==> config.mk <==
export PLATFORM = sky130hd
export DESIGN_NAME = r16_tf_mul_ctrl
export DESIGN_NICKNAME = d
export VERILOG_FILES = /design/src/rtl/r16_tf_pkg.sv /design/src/rtl/r16_valid_pipe.sv /design/src/rtl/r16_tf_mul_ctrl.sv
export SDC_FILE = /design/constraint.sdc
export NUM_CORES = 1
export LEC_CHECK = 0
export BUFFER_PORTS_ARGS = -buffer_cell sky130_fd_sc_hd__buf_2
export CAP_MARGIN = 40
export CORE_ASPECT_RATIO = 0.6
export CORE_MARGIN = 2
export CORE_UTILIZATION = 50
export DETAILED_ROUTE_END_ITERATION = 7
export PLACE_DENSITY = 0.71
export RECOVER_POWER = 25
export SLEW_MARGIN = 5
export SYNTH_ARGS = -nofsm -noshare
export SYNTH_HDL_FRONTEND = slang
export SYNTH_HIERARCHICAL = 1
export SYNTH_SLANG_ARGS = --single-unit
==> constraint.sdc <==
create_clock -name clk -period 2.8 [get_ports clk]
set_input_delay 0.28 -clock clk [delete_from_list [all_inputs] [get_ports clk]]
set_output_delay 0.28 -clock clk [all_outputs]
set_load 0.05 [all_outputs]
==> src/rtl/r16_tf_pkg.sv <==
// r16_tf_pkg: definitions shared by the radix-16 twiddle-factor multiplier
// sequencing controller and the multiplier array.
//   state_t        - controller FSM states (IDLE, RUN, DRAIN)
//   R16_GW         - default group-counter width
//   R16_TF_AW      - default twiddle-ROM address width
//   R16_TF_RD_LAT  - default twiddle-ROM read latency (cycles)
//   R16_MUL_LAT    - MulMod128 latency; also the lane-0 delay-line depth
//   R16_CREDIT_W   - credit counter width (CREDITS is limited to 1..255)
package r16_tf_pkg;

    typedef enum logic [1:0] {
        IDLE  = 2'd0,
        RUN   = 2'd1,
        DRAIN = 2'd2
    } state_t;

    localparam int R16_GW        = 10;
    localparam int R16_TF_AW     = 12;
    localparam int R16_TF_RD_LAT = 1;
    localparam int R16_MUL_LAT   = 3;
    localparam int R16_CREDIT_W  = 8;

endpackage

==> src/rtl/r16_valid_pipe.sv <==
// r16_valid_pipe: {valid,last} shift register that follows each admitted
// group through the twiddle-ROM read and the multiplier pipeline.
// Ports:
//   clk, rst              - clock, asynchronous active-high reset
//   push_valid, push_last - group entering the pipe this cycle
//   out_valid, out_last   - group at the end of the pipe (registered)
//   any_valid             - some group will still be inside the pipe after
//                           the next clock edge (incoming push or any stage
//                           short of the output stage)
module r16_valid_pipe #(
    parameter int DEPTH = 5
) (
    input  logic clk,
    input  logic rst,
    input  logic push_valid,
    input  logic push_last,
    output logic out_valid,
    output logic out_last,
    output logic any_valid
);

    // Every stage except the output one; those are the groups that remain
    // after the next shift.
    localparam logic [DEPTH-1:0] UPSTREAM_MASK = DEPTH'((1 << (DEPTH - 1)) - 1);

    logic [DEPTH-1:0] valid_q;
    logic [DEPTH-1:0] last_q;

    // NOTE: the stages carry a real reset (not left to power-up) so that a
    // mid-stage reset discards every in-flight group; state is updated with
    // non-blocking assignments so all stages shift on the same edge.
    always_ff @(posedge clk or posedge rst) begin
        if (rst) begin
            valid_q <= '0;
            last_q  <= '0;
        end else begin
            valid_q <= (valid_q << 1) | DEPTH'(push_valid);
            last_q  <= (last_q << 1) | DEPTH'(push_valid && push_last);
        end
    end

    assign out_valid = valid_q[DEPTH-1];
    assign out_last  = last_q[DEPTH-1];
    assign any_valid = push_valid || (|(valid_q & UPSTREAM_MASK));

endmodule

==> src/rtl/r16_tf_mul_ctrl.sv <==
// r16_tf_mul_ctrl: sequencing controller for the radix-16 twiddle-factor
// multiplier array. Accepts one stage command, admits 16-point groups under
// credit flow control, issues twiddle-ROM addresses in lockstep and flags
// valid/last at the multiplier outputs.
// Ports:
//   clk, rst                       - clock, asynchronous active-high reset
//   cmd_valid/cmd_ready            - stage command handshake
//   cmd_groups                     - group count (0 treated as 1)
//   cmd_tf_base, cmd_tf_stride     - first twiddle address, per-group step
//   cmd_bypass                     - unity-twiddle stage
//   in_valid/in_ready              - group admission handshake
//   tf_addr, tf_rd_en, tf_sel_one  - twiddle-ROM address/strobe, force-one
//   out_valid, out_last            - group at multiplier outputs, last group
//   credit_ret                     - downstream freed one group slot
//   busy, done                     - not idle; one-cycle drained pulse
// Optional build macro R16_TF_CTRL_PERF_EN adds perf_stall_cycles and
// perf_groups (32-bit saturating counters, cleared by rst only).
module r16_tf_mul_ctrl
    import r16_tf_pkg::*;
#(
    parameter int GW        = R16_GW,
    parameter int TF_AW     = R16_TF_AW,
    parameter int TF_RD_LAT = R16_TF_RD_LAT,
    parameter int MUL_LAT   = R16_MUL_LAT,
    parameter int CREDITS   = 8
) (
    input  logic             clk,
    input  logic             rst,
    input  logic             cmd_valid,
    output logic             cmd_ready,
    input  logic [GW:0]      cmd_groups,
    input  logic [TF_AW-1:0] cmd_tf_base,
    input  logic [TF_AW-1:0] cmd_tf_stride,
    input  logic             cmd_bypass,
    input  logic             in_valid,
    output logic             in_ready,
    output logic [TF_AW-1:0] tf_addr,
    output logic             tf_rd_en,
    output logic             tf_sel_one,
    output logic             out_valid,
    output logic             out_last,
    input  logic             credit_ret,
    output logic             busy,
    output logic             done
`ifdef R16_TF_CTRL_PERF_EN
    ,
    output logic [31:0]      perf_stall_cycles,
    output logic [31:0]      perf_groups
`endif
);

    // Issue register + ROM read + multiplier: admission to out_valid.
    localparam int PIPE_DEPTH = 1 + TF_RD_LAT + MUL_LAT;
    localparam logic [R16_CREDIT_W-1:0] CREDIT_MAX = R16_CREDIT_W'(CREDITS);

    state_t                  state;
    logic [GW:0]             groups_m1;
    logic [GW:0]             g;
    logic [TF_AW-1:0]        addr;
    logic [TF_AW-1:0]        stride;
    logic                    bypass;
    logic [R16_CREDIT_W-1:0] credits;
    logic [R16_CREDIT_W-1:0] credits_nxt;
    logic                    admit;
    logic                    ret_ok;
    logic                    is_last;
    logic                    pipe_any;

    // in_ready is only ever high in RUN, so a handshake implies RUN.
    assign admit   = in_valid && in_ready;
    assign ret_ok  = credit_ret && (credits != CREDIT_MAX);
    assign is_last = (g == groups_m1);

    // NOTE: default assignment first so no path leaves credits_nxt unassigned
    // (which would infer a latch).
    always_comb begin
        credits_nxt = credits;
        if (admit && !ret_ok) begin
            credits_nxt = credits - 1'b1;
        end else if (ret_ok && !admit) begin
            credits_nxt = credits + 1'b1;
        end
    end

    always_ff @(posedge clk or posedge rst) begin
        if (rst) begin
            credits <= CREDIT_MAX;
        end else begin
            credits <= credits_nxt;
        end
    end

    // Controller FSM; every output is registered. in_ready is computed from
    // the post-edge credit count so it never advertises a slot that is gone.
    always_ff @(posedge clk or posedge rst) begin
        if (rst) begin
            state      <= IDLE;
            cmd_ready  <= 1'b0;
            in_ready   <= 1'b0;
            busy       <= 1'b0;
            done       <= 1'b0;
            tf_addr    <= '0;
            tf_rd_en   <= 1'b0;
            tf_sel_one <= 1'b0;
            groups_m1  <= '0;
            g          <= '0;
            addr       <= '0;
            stride     <= '0;
            bypass     <= 1'b0;
        end else begin
            done       <= 1'b0;
            tf_rd_en   <= 1'b0;
            tf_sel_one <= 1'b0;
            case (state)
                IDLE: begin
                    cmd_ready <= 1'b1;
                    if (cmd_valid && cmd_ready) begin
                        state     <= RUN;
                        cmd_ready <= 1'b0;
                        busy      <= 1'b1;
                        in_ready  <= (credits_nxt != '0);
                        groups_m1 <= (cmd_groups == '0) ? '0 : cmd_groups - 1'b1;
                        g         <= '0;
                        addr      <= cmd_tf_base;
                        stride    <= cmd_tf_stride;
                        bypass    <= cmd_bypass;
                    end
                end
                RUN: begin
                    if (admit) begin
                        tf_addr    <= addr;
                        tf_rd_en   <= !bypass;
                        tf_sel_one <= bypass;
                        addr       <= addr + stride;
                        g          <= g + 1'b1;
                    end
                    if (admit && is_last) begin
                        state    <= DRAIN;
                        in_ready <= 1'b0;
                    end else begin
                        in_ready <= (credits_nxt != '0);
                    end
                end
                DRAIN: begin
                    // pipe_any looks one edge ahead, so done lands the cycle
                    // after the last group leaves the multipliers.
                    if (!pipe_any) begin
                        state     <= IDLE;
                        done      <= 1'b1;
                        busy      <= 1'b0;
                        cmd_ready <= 1'b1;
                    end
                end
                default: state <= IDLE;
            endcase
        end
    end

    r16_valid_pipe #(
        .DEPTH(PIPE_DEPTH)
    ) u_valid_pipe (
        .clk       (clk),
        .rst       (rst),
        .push_valid(admit),
        .push_last (is_last),
        .out_valid (out_valid),
        .out_last  (out_last),
        .any_valid (pipe_any)
    );

`ifdef R16_TF_CTRL_PERF_EN
    always_ff @(posedge clk or posedge rst) begin
        if (rst) begin
            perf_stall_cycles <= '0;
            perf_groups       <= '0;
        end else begin
            if (state == RUN && in_valid && credits == '0 && perf_stall_cycles != '1) begin
                perf_stall_cycles <= perf_stall_cycles + 1'b1;
            end
            if (admit && perf_groups != '1) begin
                perf_groups <= perf_groups + 1'b1;
            end
        end
    end
`endif

endmodule
==> reports/qor.csv <==
metric,value,unit
Area Growth Syn to Fin,18.1,%
Hold Path Sink,stride[2]$_DFFE_PP0P_,
Rel. slew slack,0.238,
first-pass GRT wire length,16600,µm
vias post-DR,3531,
r2r startpoint,addr[0]$_DFFE_PP0P_,
via/cell ratio,5.43,
TritonCTS buffer count,9,
PwrDens,1220,nW/µm²
LEAKAGE,2.46,nW
placed inst area,4780,µm²
GRT Util Overall,0.236,
Post CTS Setup Buffer Count,0,
Setup-failing EPs final,0,
Synth Area in Compound Gates,0.121,
Ant. Diodes,0,
critical path type,register to register,
Netlist cell types,53,
Die ar.,9380,µm²
vias in the first global route,3323,
drt first pass iters,4,
worst-path cell chain,ha_1 > fa_1 > a21oi_1 > o21ai_1 > a2111o_1 > a221oi_1 > xor2_1 > a32oi_1,
Setup crit start kind,register,
multiplexer area fraction after synthesis,0.00466,
critical path depth,8,
Final Total Pwr,6.21,mW
routability cong.,0.922,
Crit path max-delay family,compound AO/OA/AOI/OAI gates,
Worst Reg-to-Reg Cells,8,
CP max FO,3,
reg2reg setup slack,0.34,ns
Rows,26,
DR WL/cell,15.4,µm
final period utilization,0.879,
worst-margin pin slew,1.14,ns
syn_nets,525,
fillcell total,751,
r2r endpoint,addr[10]$_DFFE_PP0P_,
"Hold Vio Cnt, Final",0,
Worst EP arrival,2.65,ns
worst hold start,cmd_tf_stride[2],
Port Buffers,60,
worst min-delay path class,input port to register,
total grt overflow,0,
most frequent cells in the layout,"125 x nand2_1, 84 x dfrtp_1, 59 x buf_2, 27 x nor2_1, 26 x o21ai_0",
FF+latch area,2130,µm²
Final WS setup,0.338,ns
Worst path max stage delay,0.44,ns
Synth Area in Simple Gates,0.223,
Max VDD drop,0.000536,V
largest net degree at the start of global routing,48,
Clock Latency Late Sink,0.34,ns
Layout Nets,591,
Max Cap Viol,0,
drt drc,0,
final wirelength,10000,µm
core area,8430,µm²
flip-flop and latch count after synthesis,85,
"Min Clock Period, post-route",2.46,ns
dominant synthesized flop cell,dfrtp_1,
I/O pins,61,
cts repair resizes,0,
Routed Antenna Nets,0,
Final Skew,0.00507,ns
sequential share of the synthesized area,0.495,
clock root buffer,clkbuf_16,
max frequency,406,MHz
yosys warns,6,
H-tree depth,3,
Die Ht,75.8,µm
Place WS,0.325,ns
CTS tree,built,
Clock Sinks,85,
"most common cell after layout, fill and taps aside",nand2_1,
Avg Synthesized Cell Area,9.19,µm²
Worst-path clk slew,0.06,ns
synthesized area,4300,µm²
antenna violations before repair,0,
fin area,5080,µm²
clock buffer depth,2,
Starting Density,0.510,
post-DP HPWL,7370,µm
hold-critical path depth,3,
die width,124,µm
Worst EP required,2.99,ns
layout cells sized above 1,0.175,
Detailed Route Iter0 Violations,181,
area of the multi-input gates,2080,µm²
type of element capturing the critical path,register,
asr flop ratio synth,1.00,
Post-Synthesis Cells,468,
slowest CP cell,a2111o_1,
setup TNS,0,ns
Slew Limit Fails,0,
status,finished clean,
Adder-Cell Fraction of Synth Area,0.0509,
main combinational cell family by area after synthesis,simple AND/OR/NAND/NOR gates,
buffers and inverters on the worst path,0,
"EDFF count, synth",0,
RSZ-0062 raised after global routing,false,
Post-Synth XOR/XNOR Area,0.0815,
==> state kept, by name (all words and copies together), names as in the netlist <==
name and cells:
u_valid_pipe/valid_q 5, state 2, tf_sel_one 1, busy 1
in_ready 1, cmd_ready 1, groups_m1 11, bypass 1
done 1, credits 8, tf_addr 12, stride 12
addr 12, u_valid_pipe/last_q 5, g 11, tf_rd_en 1
==> power by group <==
part / switching [mW] / internal, mW / total [mW]
Combinational: 1.76 / 1.12 / 2.88
Sequential: 0.461 / 1.71 / 2.17
Clock: 0.474 / 0.688 / 1.16
==> synthesized netlist by cell type (2+ instances only) <==
master / instances / area share
a211oi_1: 2 / 0.0035
a21boi_0: 2 / 0.0035
a21o_1: 5 / 0.0087
a21oi_1: 21 / 0.024
a221oi_1: 2 / 0.0041
a31oi_1: 3 / 0.0044
a32oi_1: 2 / 0.0041
and2_1: 2 / 0.0029
and3_1: 8 / 0.012
clkbuf_1: 16 / 0.014
dfrtp_1: 84 / 0.49
ha_1: 15 / 0.044
inv_1: 10 / 0.0087
mux2i_1: 2 / 0.0047
nand2_1: 125 / 0.11
nand2b_1: 3 / 0.0044
nand3_1: 11 / 0.013
nand3b_1: 5 / 0.0087
nand4_1: 7 / 0.010
nand4b_1: 2 / 0.0041
nor2_1: 27 / 0.024
nor3_1: 6 / 0.0070
nor4_1: 3 / 0.0044
o211ai_1: 3 / 0.0052
o21a_1: 3 / 0.0052
o21ai_0: 26 / 0.030
o21ai_2: 2 / 0.0041
o22ai_1: 2 / 0.0029
o311ai_0: 2 / 0.0041
or2_2: 2 / 0.0029
or3_1: 3 / 0.0044
or4_1: 3 / 0.0052
xnor2_1: 25 / 0.051
xor2_1: 15 / 0.031
==> logic make-up after synthesis <==
kind of cell | after synthesis
xor+xnor | 40
flops | 85
simple gates | 214
compound gates | 83
buf+inv | 27
mux | 2
fa+ha+maj | 17
==> stage by stage <==
step                hold slack, ns   util  std cells
finish                       0.122  0.603        650
floorplan                    0.120      -        468
global route                 0.136  0.603        650
global placement             0.279  0.566        633
detailed placement           0.292  0.567        634
CTS                          0.116  0.603        650
==> per-layer routing <==
layer | wire (µm) | up-vias | global-route usage
li1 | - | 1737 | -
met1 | 5170 | 1682 | 0.358
met2 | 3920 | 94 | 0.313
met3 | 728 | 18 | 0.0726
met4 | 194 | 0 | 0.0884
met5 | 0 | - | 0
==> layout make-up <==
type                    instances  area share
flip-flops and latches         85       0.419
well taps                     112      0.0276
clock inverters                 5      0.0121
inverters                      11     0.00813
repair buffers                 71      0.0796
multi-input cells             356       0.409
clock buffers                  10      0.0451
==> tightest hold or removal path, delay by kind of cell <==
kind	cells	cell delay [ns]
and+or+nand+nor	2	0.08
buffers and inverters	1	0.07
==> what timing repair did <==
action	4_1_cts	5_1_grt
hold buffers	1	0
hold endpoints to repair	10	0
setup endpoints to repair	0	0
==> worst max-delay path by stage <==
stage | start | slack, ns | endpoint
floorplan | addr[0]$_DFFE_PP0P_ | 0.49 | addr[10]$_DFFE_PP0P_
global placement | addr[0]$_DFFE_PP0P_ | 0.35 | addr[10]$_DFFE_PP0P_
detailed placement | addr[0]$_DFFE_PP0P_ | 0.32 | addr[10]$_DFFE_PP0P_
CTS | addr[0]$_DFFE_PP0P_ | 0.32 | addr[10]$_DFFE_PP0P_
global route | addr[0]$_DFFE_PP0P_ | 0.13 | addr[10]$_DFFE_PP0P_
finish | addr[0]$_DFFE_PP0P_ | 0.34 | addr[10]$_DFFE_PP0P_
Note: power is estimated with default switching activity, not from simulation.
